<file path="config.mk">
export PLATFORM = sky130hd
export DESIGN_NAME = window_gen_3x3
export DESIGN_NICKNAME = d
export VERILOG_FILES = /design/src/rtl/cnn_pkg.sv /design/src/rtl/win_col_shift.sv /design/src/rtl/window_gen_3x3.sv
export SDC_FILE = /design/constraint.sdc
export NUM_CORES = 1
export LEC_CHECK = 0
export ABC_AREA = 1
export CORE_MARGIN = 2
export CORE_UTILIZATION = 49
export CTS_BUF_LIST = sky130_fd_sc_hd__clkbuf_8
export DETAILED_ROUTE_END_ITERATION = 12
export GPL_TIMING_DRIVEN = 0
export PLACE_DENSITY = 0.83
export SLEW_MARGIN = 30
export SYNTH_ARGS = -nofsm -noshare
export SYNTH_HDL_FRONTEND = slang
export SYNTH_SLANG_ARGS = --single-unit
</file>
<file path="constraint.sdc">
create_clock -name clk -period 4.3 [get_ports clk]
set_input_delay 0.645 -clock clk [delete_from_list [all_inputs] [get_ports clk]]
set_output_delay 0.645 -clock clk [all_outputs]
set_load 0.05 [all_outputs]
</file>
<file path="src/rtl/cnn_pkg.sv">
// Shared defaults and FSM state type for the CNN window path.
package cnn_pkg;
  localparam int PIX_W_DEF = 8;
  localparam int X_W_DEF   = 11;
  localparam int Y_W_DEF   = 10;

  typedef enum logic [1:0] {
    ST_IDLE   = 2'd0,
    ST_ACTIVE = 2'd1,
    ST_DONE   = 2'd2
  } state_t;
endpackage

</file>
<file path="src/rtl/win_col_shift.sv">
// 3-deep column register feeding a 3x3 window; col2 takes the newest column.
module win_col_shift
  import cnn_pkg::*;
#(
  parameter int PIX_W = PIX_W_DEF
) (
  input  logic               clk,
  input  logic               reset,
  input  logic               clear,
  input  logic               shift_en,
  input  logic [3*PIX_W-1:0] col_in,
  output logic [9*PIX_W-1:0] win
);

  // Each column packs row0 (top) in its most significant pixel slot.
  logic [3*PIX_W-1:0] r_col [0:2];

  always_ff @(posedge clk) begin
    if (reset || clear) begin
      r_col[0] <= '0;
      r_col[1] <= '0;
      r_col[2] <= '0;
    end else if (shift_en) begin
      r_col[0] <= r_col[1];
      r_col[1] <= r_col[2];
      r_col[2] <= col_in;
    end
  end

  always_comb begin
    win = '0;
    for (int r = 0; r < 3; r++) begin
      for (int c = 0; c < 3; c++) begin
        win[PIX_W*(3*r+c) +: PIX_W] = r_col[c][PIX_W*(2-r) +: PIX_W];
      end
    end
  end

endmodule

</file>
<file path="src/rtl/window_gen_3x3.sv">
// Column stream to registered 3x3 window with qualification, count and frame FSM.
// Optional WIN_STRIDE2_EN adds a stride2 input restricting windows to even origins.
module window_gen_3x3
  import cnn_pkg::*;
#(
  parameter int PIX_W = PIX_W_DEF,
  parameter int X_W   = X_W_DEF,
  parameter int Y_W   = Y_W_DEF
) (
  input  logic               clk,
  input  logic               reset,
  input  logic               clear,
  input  logic               in_valid,
`ifdef WIN_STRIDE2_EN
  input  logic               stride2,
`endif
  input  logic [PIX_W-1:0]   row0,
  input  logic [PIX_W-1:0]   row1,
  input  logic [PIX_W-1:0]   row2,
  input  logic [X_W-1:0]     x_in,
  input  logic [Y_W-1:0]     y_in,
  input  logic [7:0]         img_width,
  input  logic [Y_W-1:0]     img_height,
  output logic [9*PIX_W-1:0] win,
  output logic               win_valid,
  output logic [X_W-1:0]     win_x,
  output logic [Y_W-1:0]     win_y,
  output logic [15:0]        win_count,
  output logic               frame_done,
  output logic               coord_err
);

  function automatic logic [15:0] sat_inc(input logic [15:0] v);
    return (v == 16'hFFFF) ? v : v + 16'd1;
  endfunction

  state_t             r_state;
  logic [X_W-1:0]     w_width;
  logic               w_in_range;
  logic               w_accept;
  logic               w_oob;
  logic               w_stride_ok;
  logic               w_qual;
  logic               w_last;
  logic               w_start;
  logic [15:0]        w_count_base;
  logic [3*PIX_W-1:0] w_col;

  assign w_width    = X_W'(img_width);
  assign w_in_range = (x_in < w_width) && (y_in < img_height);
  assign w_accept   = in_valid && w_in_range && !clear;
  assign w_oob      = in_valid && !w_in_range;
  assign w_col      = {row0, row1, row2};

`ifdef WIN_STRIDE2_EN
  logic r_stride2;
  logic w_stride;
  // The live port is honoured only while idle; a running frame uses the latched value.
  assign w_stride    = (r_state == ST_IDLE) ? stride2 : r_stride2;
  assign w_stride_ok = !w_stride || (!x_in[0] && !y_in[0]);

  always_ff @(posedge clk) begin
    if (reset) r_stride2 <= 1'b0;
    else if (r_state == ST_IDLE) r_stride2 <= stride2;
  end
`else
  assign w_stride_ok = 1'b1;
`endif

  // Stale columns at x=0/1 are masked purely by the x>=2 test.
  assign w_qual  = w_accept && (x_in >= X_W'(2)) && (y_in >= Y_W'(2)) && w_stride_ok;
  assign w_last  = w_accept && (x_in == w_width - X_W'(1)) && (y_in == img_height - Y_W'(1));
  assign w_start = w_accept && (r_state != ST_ACTIVE);
  assign w_count_base = w_start ? 16'd0 : win_count;

  win_col_shift #(.PIX_W(PIX_W)) u_cols (
    .clk      (clk),
    .reset    (reset),
    .clear    (clear),
    .shift_en (w_accept),
    .col_in   (w_col),
    .win      (win)
  );

  always_ff @(posedge clk) begin
    if (reset) begin
      r_state    <= ST_IDLE;
      win_valid  <= 1'b0;
      win_x      <= '0;
      win_y      <= '0;
      win_count  <= '0;
      frame_done <= 1'b0;
      coord_err  <= 1'b0;
    end else if (clear) begin
      r_state    <= ST_IDLE;
      win_valid  <= 1'b0;
      win_count  <= '0;
      frame_done <= 1'b0;
      coord_err  <= 1'b0;
    end else begin
      win_valid  <= w_qual;
      if (w_qual) begin
        win_x <= x_in - X_W'(2);
        win_y <= y_in - Y_W'(2);
      end
      coord_err  <= coord_err | w_oob;
      frame_done <= (r_state == ST_DONE);
      win_count  <= w_qual ? sat_inc(w_count_base) : w_count_base;
      case (r_state)
        ST_IDLE:   if (w_accept) r_state <= w_last ? ST_DONE : ST_ACTIVE;
        ST_ACTIVE: if (w_last) r_state <= ST_DONE;
        ST_DONE:   r_state <= w_accept ? (w_last ? ST_DONE : ST_ACTIVE) : ST_IDLE;
        default:   r_state <= ST_IDLE;
      endcase
    end
  end

endmodule

</file>
==> qor.csv, run 1 <==
metric,value,unit
area of the multi-input gates,2360,sq um
Synth Area per Inst,8.30,sq um
slew margin rel.,59.4,%
register area,3000,sq um
"most used cell, CP",nand2_1,
TritonCTS clock tree,built,
CP arrival,4320,ps
post-synthesis cell count,722,
first-pass GRT wire length,25.3,mm
nets,1010,
yosys synthesis warning count,0,
Synth area leader,edfxtp_1,
Post-CTS Setup Repair Bufs,0,
Layout area overhead,39.7,%
Synth Area in Compound Gates,6.62,%
Overflow after GRT,0,
synthesized area,5990,sq um
non-filler cells in the finished layout,1080,
Die ar.,13100,sq um
routability cong.,0.907,
post-cts hold buffer count,0,
Hold Path Sink,frame_done,
initial antenna violation count,0,
clock skew,7.72,ps
FF-to-FF path depth,15,
Post-synth EDFFs,72,
post-synthesis adder-cell area fraction,4.80,%
CP max stage delay,570,ps
HP Class,register to register,
"Seq/Total Area, Yosys",50.1,%
worst hold slack,476,ps
library cells used by synthesis,36,
f_max,252,MHz
via count,5421,
hold path depth,1,
vias in the first global route,5237,
setup ws final,340,ps
Worst Setup End Kind,register,
Post-synth ARST share,0,%
Critical Path Start Type,input pin,
RSZ-0062 raised after global routing,no,
height of the die,115,um
Min-Delay Startpoint,r_state[0],
Filler cells,889,
Final min period,3960,ps
R2R Setup Slk,1560,ps
CTS max path bufs,2,
num ports,179,
sequence of cells on the critical path,clkdlybuf4s50_1 > ha_1 > nand2_1 > nor2_1 > a21boi_0 > nor2_2 > nand4_2 > buf_2 > buf_2 > nand2_1 > inv_1 > ha_1 > nand2_1 > nand3b_1 > nor2_4 > nand3_1 > nor2_2 > o21ai_0 > a21oi_1,
Initial DRT Pass Iterations,6,
largest family of logic cells by synthesized area,simple AND/OR/NAND/NOR gates,
mean routed wirelength per cell,14.5,um
Slew @ Worst Pin,609,ps
placed cell count,1048,
Pwr Density,310,nW/um^2
Root Buffer,clkbuf_8,
row cnt,40,
CTS H-tree lvls,4,
most common cell in the netlist,inv_1,
CP max-delay cell,clkdlybuf4s50_1,
Max VDD drop,0.220,mV
fraction of layout cells with a size suffix above 1,5.89,%
fin crit share,92.1,%
mux contribution to synthesized area,0,%
Avg Vias per Cell,5.02,
clock latency on the worst-skew pair,440,ps
largest net degree at the start of global routing,41,
Core ar.,12000,sq um
drc violations,0,
final hold violations,0,
CP max FO,10,
Setup WS pre-CTS,-238,ps
Num CTS Buffers,17,
most instantiated cells after synthesis,"inv_1 (142), nor2_1 (134), nand2_1 (95)",
synth top area cells,"edfxtp_1 (36%), dfxtp_1 (14%), inv_1 (8.9%), nor2_1 (8.4%), nand2_1 (6.0%)",
Die W,115,um
Final Slew Violations,0,
dpl hpwl,12.0,mm
CP Class,input pin to register,
status,finished clean,
Post-Route WL,15.7,mm
Synth Area in Simple Gates,22.2,%
final setup violation count,0,
Tot GR Track Use,25.0,%
synthesized flop and latch total,114,
# diodes,0,
Mapped Nets,812,
initial core utilization,50.1,%
Util after Layout,70.0,%
worst path required time,4660,ps
"Clk pin slew, worst setup/hold paths",70,ps
RR Endpoint,win_count[2],
post-synthesis xor/xnor area fraction,5.41,%
drt initial violations,323,
"Top FF cell, synth",edfxtp_1,
DRT antenna net count,0,
IO buf count,178,
leakage power,3.52,nW
post-synth top area share,36.1,%
Reg-to-Reg Start,r_state[1],
max_cap viols,0,
Sinks on Clock Net,114,
-- final cells by class --
cell class | instances | share of cell area [%]
buffer | 20 | 1.30
clock buffer | 17 | 2.79
clock inverter | 15 | 1.72
inverter | 144 | 6.46
multi-input combinational | 444 | 28.2
sequential | 114 | 35.9
tap | 147 | 2.20
timing repair buffer | 179 | 21.5
-- cell families (layout without fill, tap and decap cells) --
group	count (synthesis)	after routing
adders and majority gates	23	23
buffers and inverters	164	375
DFF	114	114
AOI/OAI and AO/OA	74	74
and+or+nand+nor	310	310
xor gates and xnor gates	37	37
-- cells in the final DEF, fill, tap and decap left out, types with 2 or more instances in the layout --
master and count:
clkbuf_8 17, nor3_1 16, inv_1 143, clkbuf_1 12
dfxtp_1 42, nor2_1 132, bufinv_16 2, xor2_1 23
buf_6 3, nand4_2 2, a31oi_1 4, a21oi_1 35
nand2_1 94, nand3b_1 2, ha_1 23, nand4_1 13
clkdlybuf4s50_1 178, clkinv_4 2, nor2_2 5, buf_4 2
nand3_1 36, o21ai_0 28, clkinv_2 4, xnor2_1 14
edfxtp_1 72, inv_2 2, or2_2 2, buf_2 3
clkinvlp_4 4
-- metal layers --
layer | up-vias | part of all wire, % | global-route usage, %
met2 | 200 | 50 | 43.0
met4 | 0 | 2.8 | 9.43
met5 | - | 0 | 0
li1 | 2696 | - | -
met3 | 38 | 6.1 | 6.03
met1 | 2487 | 41 | 30.4
-- how the worst max path moves through the flow --
stage | from | end | slack, ps | cells after the start
6_report | y_in[7] | win_count[2] | 340 | 19
5_1_grt | y_in[8] | win_count[2] | 40 | 19
4_1_cts | y_in[9] | win_count[2] | 180 | 19
3_5_place_dp | y_in[9] | win_count[2] | -240 | 19
3_3_place_gp | x_in[1] | u_cols.r_col[0][21] | -900 | 11
2_1_floorplan | img_height[7] | u_cols.r_col[0][0] | 610 | 11
-- stage by stage --
stage	area [sq um]	setup TNS, ps	power (mW)
final	8370	0	2.60
after global routing	8370	0	2.70
after CTS	8360	0	2.61
after detailed placement	7990	-1940	1.66
after global placement	7960	-66250	1.66
after floorplan	5990	0	1.48
-- worst max-delay path: cells and delay by family --
kind                       cells  cell delay [ps]
adders and majority gates      2              560
AOI/OAI and AO/OA              3              540
and+or+nand+nor               10             1370
buffers and inverters          4             1170
-- registers in the layout, indices dropped and copies added (netlist names) --
name          flops
coord_err         1
frame_done        1
r_state           2
u_cols.r_col     72
win_count        16
win_valid         1
win_x            11
win_y            10
-- timing repair --
action | in CTS | in global routing
gates resized for setup | 0 | 3
endpoints found under the hold margin | 0 | 0
setup endpoints to repair | 0 | 12
-- report_power, final --
part | total [mW] | leakage [nW] | switching [mW] | internal (mW)
combinational | 0.428 | 2.20 | 0.265 | 0.163
clock | 0.960 | 0.186 | 0.453 | 0.507
sequential | 1.21 | 1.14 | 0.0164 | 1.20
total | 2.60 | 3.52 | 0.734 | 1.87
Power figures use the tool's default switching activity.
==> inputs of run 2 (changes only) <==
--- a/config.mk
+++ b/config.mk
@@ -10,7 +10,6 @@
 export CORE_UTILIZATION = 49
 export CTS_BUF_LIST = sky130_fd_sc_hd__clkbuf_8
 export DETAILED_ROUTE_END_ITERATION = 12
-export GPL_TIMING_DRIVEN = 0
 export PLACE_DENSITY = 0.83
 export SLEW_MARGIN = 30
 export SYNTH_ARGS = -nofsm -noshare
==> run 2 against run 1 <==
Net effect: die area unchanged; clock-buffer cell count is the same; non-clock buffer count decreased by 13; utilization is 0.33 points lower; worst hold slack got worse by 9.7 ps; flip-flop and latch count stayed put; clock power grew 3.9%; largest cell class unchanged; via count is 4.6% lower.
==> qor.csv, run 2 (synthesized netlist as in run 1, its figures left out) <==
metric,value,unit,change
status,finished clean,,
register area,3000,sq um,unchanged
dpl hpwl,11.1,mm,-7.4%
IO buf count,178,,unchanged
Slew @ Worst Pin,716,ps,+107 ps
nets,997,,-1.3%
slew margin rel.,52.2,%,-7.2 points
drt initial violations,358,,+11%
Final Slew Violations,0,,unchanged
biggest regs,"u_cols.r_col (72), win_count (16), win_x (11)",,
setup ws final,835,ps,+495 ps
Combinational Power Share,16.2,%,-0.3 points
Layout area overhead,39.1,%,
hold path depth,2,,+1
post-cts hold buffer count,0,,unchanged
placed cell count,1035,,-1.2%
Sw Ratio,27.0,%,-1.3 points
initial antenna violation count,0,,unchanged
CP max FO,5,,-5
RSZ-0062 raised after global routing,no,,
design area,8330,sq um,-0.48%
num ports,179,,unchanged
CP max-delay cell,clkdlybuf4s50_1,,
initial core utilization,50.1,%,unchanged
Int Pwr,1.93,mW,+3.2%
Setup TNS,0,ps,unchanged
net switching power figure,711,uW,-3.1%
TritonCTS clock tree,built,,
# diodes,0,,unchanged
leakage power,3.51,nW,-0.38%
row cnt,40,,unchanged
via count,5169,,-4.6%
post-cts resize count,0,,unchanged
max_cap viols,0,,unchanged
non-filler cells in the finished layout,1067,,-1.2%
clock latency on the worst-skew pair,410,ps,-30 ps
FF-to-FF path depth,12,,-3
Seq pwr share,46.0,%,-0.6 points
"commonest non-fill, non-tap cell in the layout",clkdlybuf4s50_1,,
placed inst area,7930,sq um,-0.67%
most frequent cells in the layout,"clkdlybuf4s50_1 (178), inv_1 (143), nor2_1 (134)",,
Root Buffer,clkbuf_8,,
drc violations,0,,unchanged
Num CTS Buffers,17,,unchanged
fraction of layout cells with a size suffix above 1,5.65,%,-0.24 points
part of the power in the clock network,37.8,%,+0.9 points
routability cong.,0.908,,+0.12%
HP Class,register to register,,
fin crit share,80.6,%,-12 points
Worst Setup End Kind,register,,
mean routed wirelength per cell,13.8,um,-4.9%
area of the multi-input gates,2350,sq um,-0.32%
Critical Path Start Type,input pin,,
Core ar.,12000,sq um,unchanged
Overflow after GRT,0,,unchanged
worst path required time,4630,ps,-30 ps
Pwr Density,316,nW/um^2,+1.9%
Avg Vias per Cell,4.84,,-3.5%
CTS max path bufs,2,,unchanged
Initial DRT Pass Iterations,5,,-1
first-pass GRT wire length,23.1,mm,-8.6%
max reg flops,72,,unchanged
CTS H-tree lvls,4,,unchanged
final hold violations,0,,unchanged
CP max stage delay,520,ps,-50 ps
Setup WS pre-CTS,492,ps,+730 ps
Tot GR Track Use,22.7,%,-2.4 points
Sinks on Clock Net,114,,unchanged
sequence of cells on the critical path,clkdlybuf4s50_1 > ha_1 > nand2_1 > nor2_1 > a21boi_0 > nor2_2 > nand4_2 > nand2_1 > inv_1 > ha_1 > nand2_1 > nand3b_1 > nor2_1 > nand3_1 > nor2_1 > o21ai_0 > a21oi_1,,
Post-CTS Setup Repair Bufs,0,,unchanged
CP arrival,3790,ps,-530 ps
DRT antenna net count,0,,unchanged
Filler cells,950,,+6.9%
largest net degree at the start of global routing,73,,+78%
Post-Route WL,14.7,mm,-6.1%
Die W,115,um,unchanged
final setup violation count,0,,unchanged
vias in the first global route,4751,,-9.3%
Die ar.,13100,sq um,unchanged
CP Class,input pin to register,,
clock skew,10.2,ps,+2.52 ps
Final min period,3470,ps,-495 ps
"Clk pin slew, worst setup/hold paths",70,ps,about the same
f_max,289,MHz,+14%
most flop-heavy register,u_cols.r_col,,
height of the die,115,um,unchanged
Max VDD drop,0.162,mV,-26%
## run 2: cell count changes in the layout (fill, tap and decap cells not counted), sizes merged
cell    delta
buf        -1
clkinv     -1
bufinv     +1
clkbuf    -12
## run 2: metrics by stage
stage / utilization (%) / total power [mW] / hold slack (ps)
after CTS: 69.7 / 2.66 / 470
after global placement: 66.3 / 1.66 / 437
after detailed placement: 66.3 / 1.66 / 457
after floorplan: - / 1.48 / 427
after global routing: 69.7 / 2.73 / 492
final: 69.7 / 2.64 / 466
## run 2: area by class of cell
cell class	count	share of cell area, %
multi-input cells	444	28.2
well taps	147	2.21
inverters	144	6.49
clock buffers	17	2.81
clock inverters	15	2.01
repair buffers	186	22.3
flip-flops and latches	114	36.0
## run 2: power groups by stage
stage          Combinational, mW  Sequential [mW]  Clock, mW
6_report                   0.427             1.21      0.997
4_1_cts                    0.429             1.21       1.02
5_1_grt                    0.457             1.22       1.06
2_1_floorplan              0.115             1.37          0
3_5_place_dp               0.427             1.24          0
3_3_place_gp               0.423             1.23          0
## run 2: worst paths after layout
path / start / slack, ps / endpoint
worst min-delay path: win_x[7] / 470 / win_x[7]
worst min register to register: win_x[7] / 470 / win_x[7]
worst max register to register: r_state[0] / 1960 / win_count[4]
worst max-delay path: y_in[8] / 830 / win_count[4]
## run 2: routing by layer
layer	part of all wire (%)	GRT usage (%)	up-vias
li1	-	-	2670
met1	43	29.0	2322
met2	50	37.6	159
met3	5.1	4.66	18
met4	1.8	9.02	0
met5	0	0	-
## run 2: worst max-delay path: cells and delay by family
kind / cells / cell delay, ps
compound gates: 3 / 530
fa+ha+maj: 2 / 500
simple gates: 10 / 1500
buf+inv: 2 / 600
